==> src/rtl/reset_sequencer_pkg.sv <==
// Shared state encoding, default timing constants and sizing helpers for the reset sequencer.
// Combinational definitions only; no latency or flow control.
package reset_sequencer_pkg;

    typedef enum logic [2:0] {
        ST_WAIT = 3'd0,
        ST_STAB = 3'd1,
        ST_MEM  = 3'd2,
        ST_CPU  = 3'd3,
        ST_RUN  = 3'd4
    } state_t;

    localparam int LOCK_CYCLES_DEF     = 1024;
    localparam int STAGE_CYCLES_DEF    = 16;
    localparam int DEBOUNCE_CYCLES_DEF = 65536;

    function automatic int max_int(input int a, input int b);
        return (a > b) ? a : b;
    endfunction

    // Bits needed for a counter that runs 0 .. n-1.
    function automatic int cnt_width(input int n);
        return (n <= 2) ? 1 : $clog2(n);
    endfunction

endpackage

==> src/rtl/reset_sequencer_sync_debounce.sv <==
// Two-flop synchronizer followed by a debouncer for an asynchronous, bouncing input.
// Output follows the input DEBOUNCE_CYCLES+2 edges after it settles; no flow control.
module sync_debounce
    import reset_sequencer_pkg::*;
#(
    parameter int DEBOUNCE_CYCLES = DEBOUNCE_CYCLES_DEF
) (
    input  logic clk,
    input  logic reset,
    input  logic din,
    output logic dout_db
);

    localparam int DW = cnt_width(DEBOUNCE_CYCLES);
    localparam logic [DW-1:0] DB_LAST = DW'(DEBOUNCE_CYCLES - 1);

    logic          sync1_q, sync1_d;
    logic          sync2_q, sync2_d;
    logic          db_q, db_d;
    logic [DW-1:0] dcnt_q, dcnt_d;

    always_comb begin
        sync1_d = din;
        sync2_d = sync1_q;
        db_d    = db_q;
        dcnt_d  = '0;
        // Counter only survives while the synchronized input keeps disagreeing.
        if (sync2_q != db_q) begin
            if (dcnt_q == DB_LAST) begin
                db_d = sync2_q;
            end else begin
                dcnt_d = dcnt_q + 1'b1;
            end
        end
    end

    always_ff @(posedge clk) begin
        if (reset) begin
            sync1_q <= 1'b0;
            sync2_q <= 1'b0;
            db_q    <= 1'b0;
            dcnt_q  <= '0;
        end else begin
            sync1_q <= sync1_d;
            sync2_q <= sync2_d;
            db_q    <= db_d;
            dcnt_q  <= dcnt_d;
        end
    end

    assign dout_db = db_q;

endmodule

==> src/rtl/reset_sequencer.sv <==
// Staged reset release (memory/IO, then CPU, then ready) gated on stable PLL lock and an idle button.
// rst_mem falls 2+LOCK_CYCLES edges after lock rises; any lock loss or button press re-asserts all together.
module reset_sequencer
    import reset_sequencer_pkg::*;
#(
    parameter int LOCK_CYCLES     = LOCK_CYCLES_DEF,
    parameter int STAGE_CYCLES    = STAGE_CYCLES_DEF,
    parameter int DEBOUNCE_CYCLES = DEBOUNCE_CYCLES_DEF
) (
    input  logic clk,
    input  logic reset,
    input  logic lock,
    input  logic btn,
    output logic rst_mem,
    output logic rst_cpu,
    output logic ready
);

    localparam int CW = cnt_width(max_int(LOCK_CYCLES, STAGE_CYCLES));
    localparam logic [CW-1:0] LOCK_LAST  = CW'(LOCK_CYCLES - 1);
    localparam logic [CW-1:0] STAGE_LAST = CW'(STAGE_CYCLES - 1);

    logic          lock_s1_q, lock_s1_d;
    logic          lock_s_q, lock_s_d;
    logic          btn_db;
    logic          abort;
    state_t        state_q, state_d;
    logic [CW-1:0] cnt_q, cnt_d;
    logic          rst_mem_q, rst_mem_d;
    logic          rst_cpu_q, rst_cpu_d;
    logic          ready_q, ready_d;

    sync_debounce #(
        .DEBOUNCE_CYCLES(DEBOUNCE_CYCLES)
    ) u_btn (
        .clk    (clk),
        .reset  (reset),
        .din    (btn),
        .dout_db(btn_db)
    );

    always_comb begin
        lock_s1_d = lock;
        lock_s_d  = lock_s1_q;
        abort     = !lock_s_q || btn_db;
        state_d   = state_q;
        cnt_d     = '0;

        case (state_q)
            ST_WAIT: begin
                if (!abort) state_d = ST_STAB;
            end
            ST_STAB: begin
                if (cnt_q == LOCK_LAST) state_d = ST_MEM;
                else                    cnt_d   = cnt_q + 1'b1;
            end
            ST_MEM: begin
                if (cnt_q == STAGE_LAST) state_d = ST_CPU;
                else                     cnt_d   = cnt_q + 1'b1;
            end
            ST_CPU: begin
                if (cnt_q == STAGE_LAST) state_d = ST_RUN;
                else                     cnt_d   = cnt_q + 1'b1;
            end
            ST_RUN:  state_d = ST_RUN;
            default: state_d = ST_WAIT;
        endcase

        // Losing lock or a debounced press overrides whatever stage step fired above.
        if (state_q != ST_WAIT && abort) begin
            state_d = ST_WAIT;
            cnt_d   = '0;
        end

        // Outputs decode the next state so they move on the same edge as the FSM.
        rst_mem_d = (state_d == ST_WAIT) || (state_d == ST_STAB);
        rst_cpu_d = rst_mem_d || (state_d == ST_MEM);
        ready_d   = (state_d == ST_RUN);
    end

    always_ff @(posedge clk) begin
        if (reset) begin
            lock_s1_q <= 1'b0;
            lock_s_q  <= 1'b0;
            state_q   <= ST_WAIT;
            cnt_q     <= '0;
            rst_mem_q <= 1'b1;
            rst_cpu_q <= 1'b1;
            ready_q   <= 1'b0;
        end else begin
            lock_s1_q <= lock_s1_d;
            lock_s_q  <= lock_s_d;
            state_q   <= state_d;
            cnt_q     <= cnt_d;
            rst_mem_q <= rst_mem_d;
            rst_cpu_q <= rst_cpu_d;
            ready_q   <= ready_d;
        end
    end

    assign rst_mem = rst_mem_q;
    assign rst_cpu = rst_cpu_q;
    assign ready   = ready_q;

endmodule

==> config.mk <==
export PLATFORM = sky130hd
export DESIGN_NAME = reset_sequencer
export DESIGN_NICKNAME = d
export VERILOG_FILES = /design/src/rtl/reset_sequencer_pkg.sv /design/src/rtl/reset_sequencer_sync_debounce.sv /design/src/rtl/reset_sequencer.sv
export SDC_FILE = /design/constraint.sdc
export NUM_CORES = 1
export LEC_CHECK = 0
export BUFFER_PORTS_ARGS = -buffer_cell sky130_fd_sc_hd__buf_2
export CAP_MARGIN = 30
export CORE_MARGIN = 1
export CORE_UTILIZATION = 48
export CTS_CLUSTER_SIZE = 25
export DETAILED_ROUTE_END_ITERATION = 12
export PLACE_DENSITY = 0.67
export SYNTH_ARGS = -nofsm -noshare
export SYNTH_HDL_FRONTEND = slang
export SYNTH_HIERARCHICAL = 1
export SYNTH_SLANG_ARGS = --single-unit
==> constraint.sdc <==
create_clock -name clk -period 4.2 [get_ports clk]
set_input_delay 0.84 -clock clk [delete_from_list [all_inputs] [get_ports clk]]
set_output_delay 0.84 -clock clk [all_outputs]
set_load 0.02 [all_outputs]
* Yosys cells after proc, flatten, opt, wreduce, memory -nomap -nowiden
Cells that the tools add are included. Widths: inputs -> output; s select.
Operators by class: magnitude comparators 0, $mul 0, shift operators 0, reductions and logical operators 12, equality and inequality tests 11, mux-type cells 9, bitwise logic cells 1, $add $sub $neg 2, div/mod/pow operators 0
Operators with widths (number):
- $mux 10 | 2
- $pmux 10 s2 | 1
- $add 16x1->16 const B | 1
- $eq 16x16->1 const B | 1
- $mux 3 | 5
- $pmux 3 s5 | 1
- $add 10x1->10 const B | 1
- $eq 10x10->1 const B | 1
- $eq 10x4->1 const B | 1
- $eq 3x2->1 const B | 3
- $eq 3x1->1 const B | 2
- $eq 3x3->1 const B | 2
- $logic_not 3->1 | 2
- $reduce_or 2->1 | 2
- $logic_or 1x1->1 | 3
- $reduce_bool 3->1 | 1
- $reduce_or 3->1 | 1
- $reduce_and 2->1 | 1
- $logic_and 1x1->1 | 1
- $logic_not 1->1 | 1
- $ne 1x1->1 | 1
- $not 1->1 | 1
Storage, ports and cells: memory bits (read-only) 0, register bits after elaboration 37, memory bits (writable) 0, latch bits 0, memories kept 0, output and inout bits 3, input port bits 4, logic and storage cells 46

* Depth between registers and ports, before layout
word-level depth 8, depth in mapped cells 7, gate-level depth less buffers 5

* Cells and area by module
Netlist, hierarchy kept.
Modules (own cells, without submodules):
- sync_debounce | instances 1, sequential area each 380.4 um2, area an instance 825.8 um2, cells each 86
- reset_sequencer | instances 1, sequential area each 360.3 um2, area an instance 787.0 um2, cells each 80

* Worst setup path after synthesis
Ideal clock, no wire load.
path type input to register, from input reset, to register u_btn.dcnt_q[11], library setup time 64 ps, stages 4, slack 2588 ps, arrival 1549 ps, data required time 4136 ps, cell sequence or3_1 -> buf_6 -> buf_12 -> nor2_1
On the way: longest elaborated chain between the ends 1
RTL lines:
- start: declaration | line reset_sequencer.sv:11 | input logic reset,
- $reduce_or 3->1 (no line)
- end signal: assignment | line reset_sequencer_sync_debounce.sv:47 | dcnt_q <= dcnt_d;
- end: declaration | line reset_sequencer_sync_debounce.sv:20 | logic [DW-1:0] dcnt_q, dcnt_d;
No other way between the ends. A chain may end at the register's enable or synchronous reset.

* Worst setup path in the final report
from register u_btn.dcnt_q[2], to register u_btn.dcnt_q[10]
On the way: longest elaborated chain between the ends 2, elaborated cells on any way between the ends 3
RTL lines:
- parallel branches: the longest is 2 deep, another holds $add 16x1->16
Several ways; the timed one is not identified.

==> impl_metrics.json <==
{
  "maxCapViolCount": 0,
  "vias": 1130,
  "cts_tree": "built",
  "drtIter0Drc": 43,
  "skew_ns": 0.005689,
  "placementRows": 20,
  "ant_nets": 0,
  "gr-total-overflow": 0,
  "dp_hpwl_um": 1869,
  "wl_met3_um": 82,
  "ys_ff_latch": 37,
  "antenna_found_initial": 0,
  "nets": 181,
  "synth_top_cell_area_share_pct": 45.93,
  "dr.pass1.iters": 4,
  "die_x_um": 59.97,
  "clkLatencyLatePin_ns": 0.33,
  "max_slew_margin_pct": 65.08,
  "critPathLaunch": "u_btn/dcnt_q[2]",
  "clock_sinks": 37,
  "fin_tns_setup_ns": 0,
  "cts_hold_buf": 0,
  "holdCritPathClass": "reg -> reg",
  "yosysWarnings": 6,
  "synth_flop_cell": "dfxtp_1",
  "cp.required_ns": 4.40,
  "syn2layout_area_growth_pct": 6.206,
  "fin_crit_sh_pct": 42.82,
  "synthArstFlopShare_pct": 0,
  "synth_edf_count": 0,
  "r2r-start": "u_btn/dcnt_q[2]",
  "synth_seq_area_share_pct": 45.93,
  "gp_congestion": 0.7882,
  "highest_layer": "met4",
  "postCtsSetupRepairBufs": 0,
  "coreArea_um2": 3128,
  "tightest_slew_ns": 0.5238,
  "ys_top_cells_by_area": "dfxtp_1 46%, xnor2_1 8.7%, nor2_1 7.9%, xor2_1 4.3%, nand3_1 2.5%",
  "arrival_ns": 2.00,
  "vdd_drop_max_mv": 0.2082,
  "synthesis.area_um2": 1613,
  "hold_viol_final": 0,
  "post_synth_num_cell_types": 35,
  "setup_viol": 0,
  "path_class": "reg -> reg",
  "rsz0062_at_grt": "no",
  "fmax_mhz": 556.1,
  "drc": 0,
  "cts_made_buffers": 5,
  "rr_worst_depth": 4,
  "fillCellCount": 297,
  "min_path_cells": 1,
  "powerDensity_nw_per_um2": 319.3,
  "clk_pin_slew_ns": 0.10,
  "slew_violations": 0,
  "synth_area_leader_cell": "dfxtp_1",
  "htree_levels": 2,
  "grt_pass1_vias": 1052,
  "syn_avg_cell_area_um2": 9.716,
  "wl_met2_um": 1256,
  "synth_nets": 172,
  "finalPower_uw": 546.9,
  "post-route-util_pct": 54.76,
  "dieArea_um2": 3596,
  "p_leak_nw": 0.5471,
  "r2r_end": "u_btn/dcnt_q[10]",
  "portBuffers": 6,
  "track_usage_pct": 16.03,
  "rrSetupSlack_ns": 2.40,
  "endpoint_kind": "register",
  "wire_per_inst_um": 11.45,
  "crit_path_max_fanout": 16,
  "critPathCapture": "u_btn/dcnt_q[10]",
  "status": "completed",
  "yosysMostFrequentCell": "dfxtp_1",
  "grt_first_pass_wirelength_um": 4215,
  "cts_buffer_depth": 2,
  "cp-start-kind": "register",
  "synth_commonest_cells": "37 x dfxtp_1, 34 x nor2_1, 16 x xnor2_1",
  "min_period_ns": 1.798,
  "die_h_um": 59.97,
  "cts-resized-gates": 0,
  "root_buffer": "clkbuf_4",
  "drive_gt1_share_pct": 11.43,
  "start_util_pct": 51.56,
  "io_pins": 7,
  "via_per_inst": 5.160,
  "grt_max_degree": 17,
  "diodes": 0,
  "met1Wirelength_um": 1115,
  "synth_cells": 166,
  "drt-total-wl_um": 2507
}
## cell type report
type	instances	area, um2	area share [%]
clock buffers	7	55.05	3.214
repair buffers	6	30.03	1.753
multi-input cells	120	813.3	47.48
inverters	5	18.77	1.096
flip-flops and latches	37	740.7	43.24
well taps	44	55.05	3.214
## cell families (layout without fill, tap and decap cells)
logic type | count (synthesis) | count (layout) | synth area share [%]
buffers and inverters | 9 | 18 | 3.646
multiplexers | 2 | 2 | 1.241
flip-flops | 37 | 37 | 45.93
AO/OA/AOI/OAI | 8 | 8 | 4.733
AND/OR/NAND/NOR | 84 | 84 | 29.87
adder cells (fa/ha/maj) | 2 | 2 | 1.551
XOR/XNOR | 24 | 24 | 13.03
## flip-flops by register name, indices dropped and copies added, names as in the netlist
name           count
cnt_q             10
lock_s1_q          1
lock_s_q           1
ready              1
rst_cpu            1
rst_mem            1
state_q            3
u_btn/dcnt_q      16
u_btn/dout_db      1
u_btn/sync1_q      1
u_btn/sync2_q      1
## worst min-delay path by stage
stage / end / startpoint / slack [ns]
floorplan: lock_s_q / lock_s1_q / 0.41
global placement: lock_s_q / lock_s1_q / 0.42
detailed placement: lock_s_q / lock_s1_q / 0.43
CTS: u_btn/sync2_q / u_btn/sync1_q / 0.46
global route: lock_s_q / lock_s1_q / 0.47
finish: lock_s_q / lock_s1_q / 0.46
## layout by cell type (no fill, tap or decap), types with 3 or more instances in the layout
cell      instances
xor2_1            8
clkbuf_4          5
nor2b_1           6
nor4_1            6
dfxtp_1          37
nand2_1           7
nor2_1           34
and4_1            4
nand4_1           5
nand3_1           8
nor3_1            3
inv_1             5
buf_2             6
xnor2_1          16
## stage by stage
stage | area (um2) | cells | worst slack [ns] | hold slack, ns
2_1_floorplan | 1613 | 166 | 2.588 | 0.4138
6_report | 1713 | 219 | 2.402 | 0.4623
3_5_place_dp | 1658 | 212 | 2.318 | 0.4338
3_3_place_gp | 1658 | 212 | 2.356 | 0.4237
4_1_cts | 1713 | 219 | 2.393 | 0.4635
5_1_grt | 1713 | 219 | 2.222 | 0.4659
## power breakdown
part | internal (mW) | switching (mW)
logic | 0.00389 | 0.00491
clock network | 0.0790 | 0.105
registers | 0.353 | 0.00141
## metal layers
| metal | track usage, % | vias to the layer above |
|---|---|---|
| met5 | 0 | - |
| met3 | 4.545 | 7 |
| li1 | - | 588 |
| met1 | 17.29 | 525 |
| met2 | 27.94 | 10 |
| met4 | 8.970 | 0 |
## worst max-delay path, cell delays in order (launching register included)
cell and delay, ns:
dfxtp_1 0.48, nand4_4 0.21, nor4_2 0.37, or3_1 0.50, nor2_1 0.11
No activity file was read; power rests on OpenSTA's default activity.
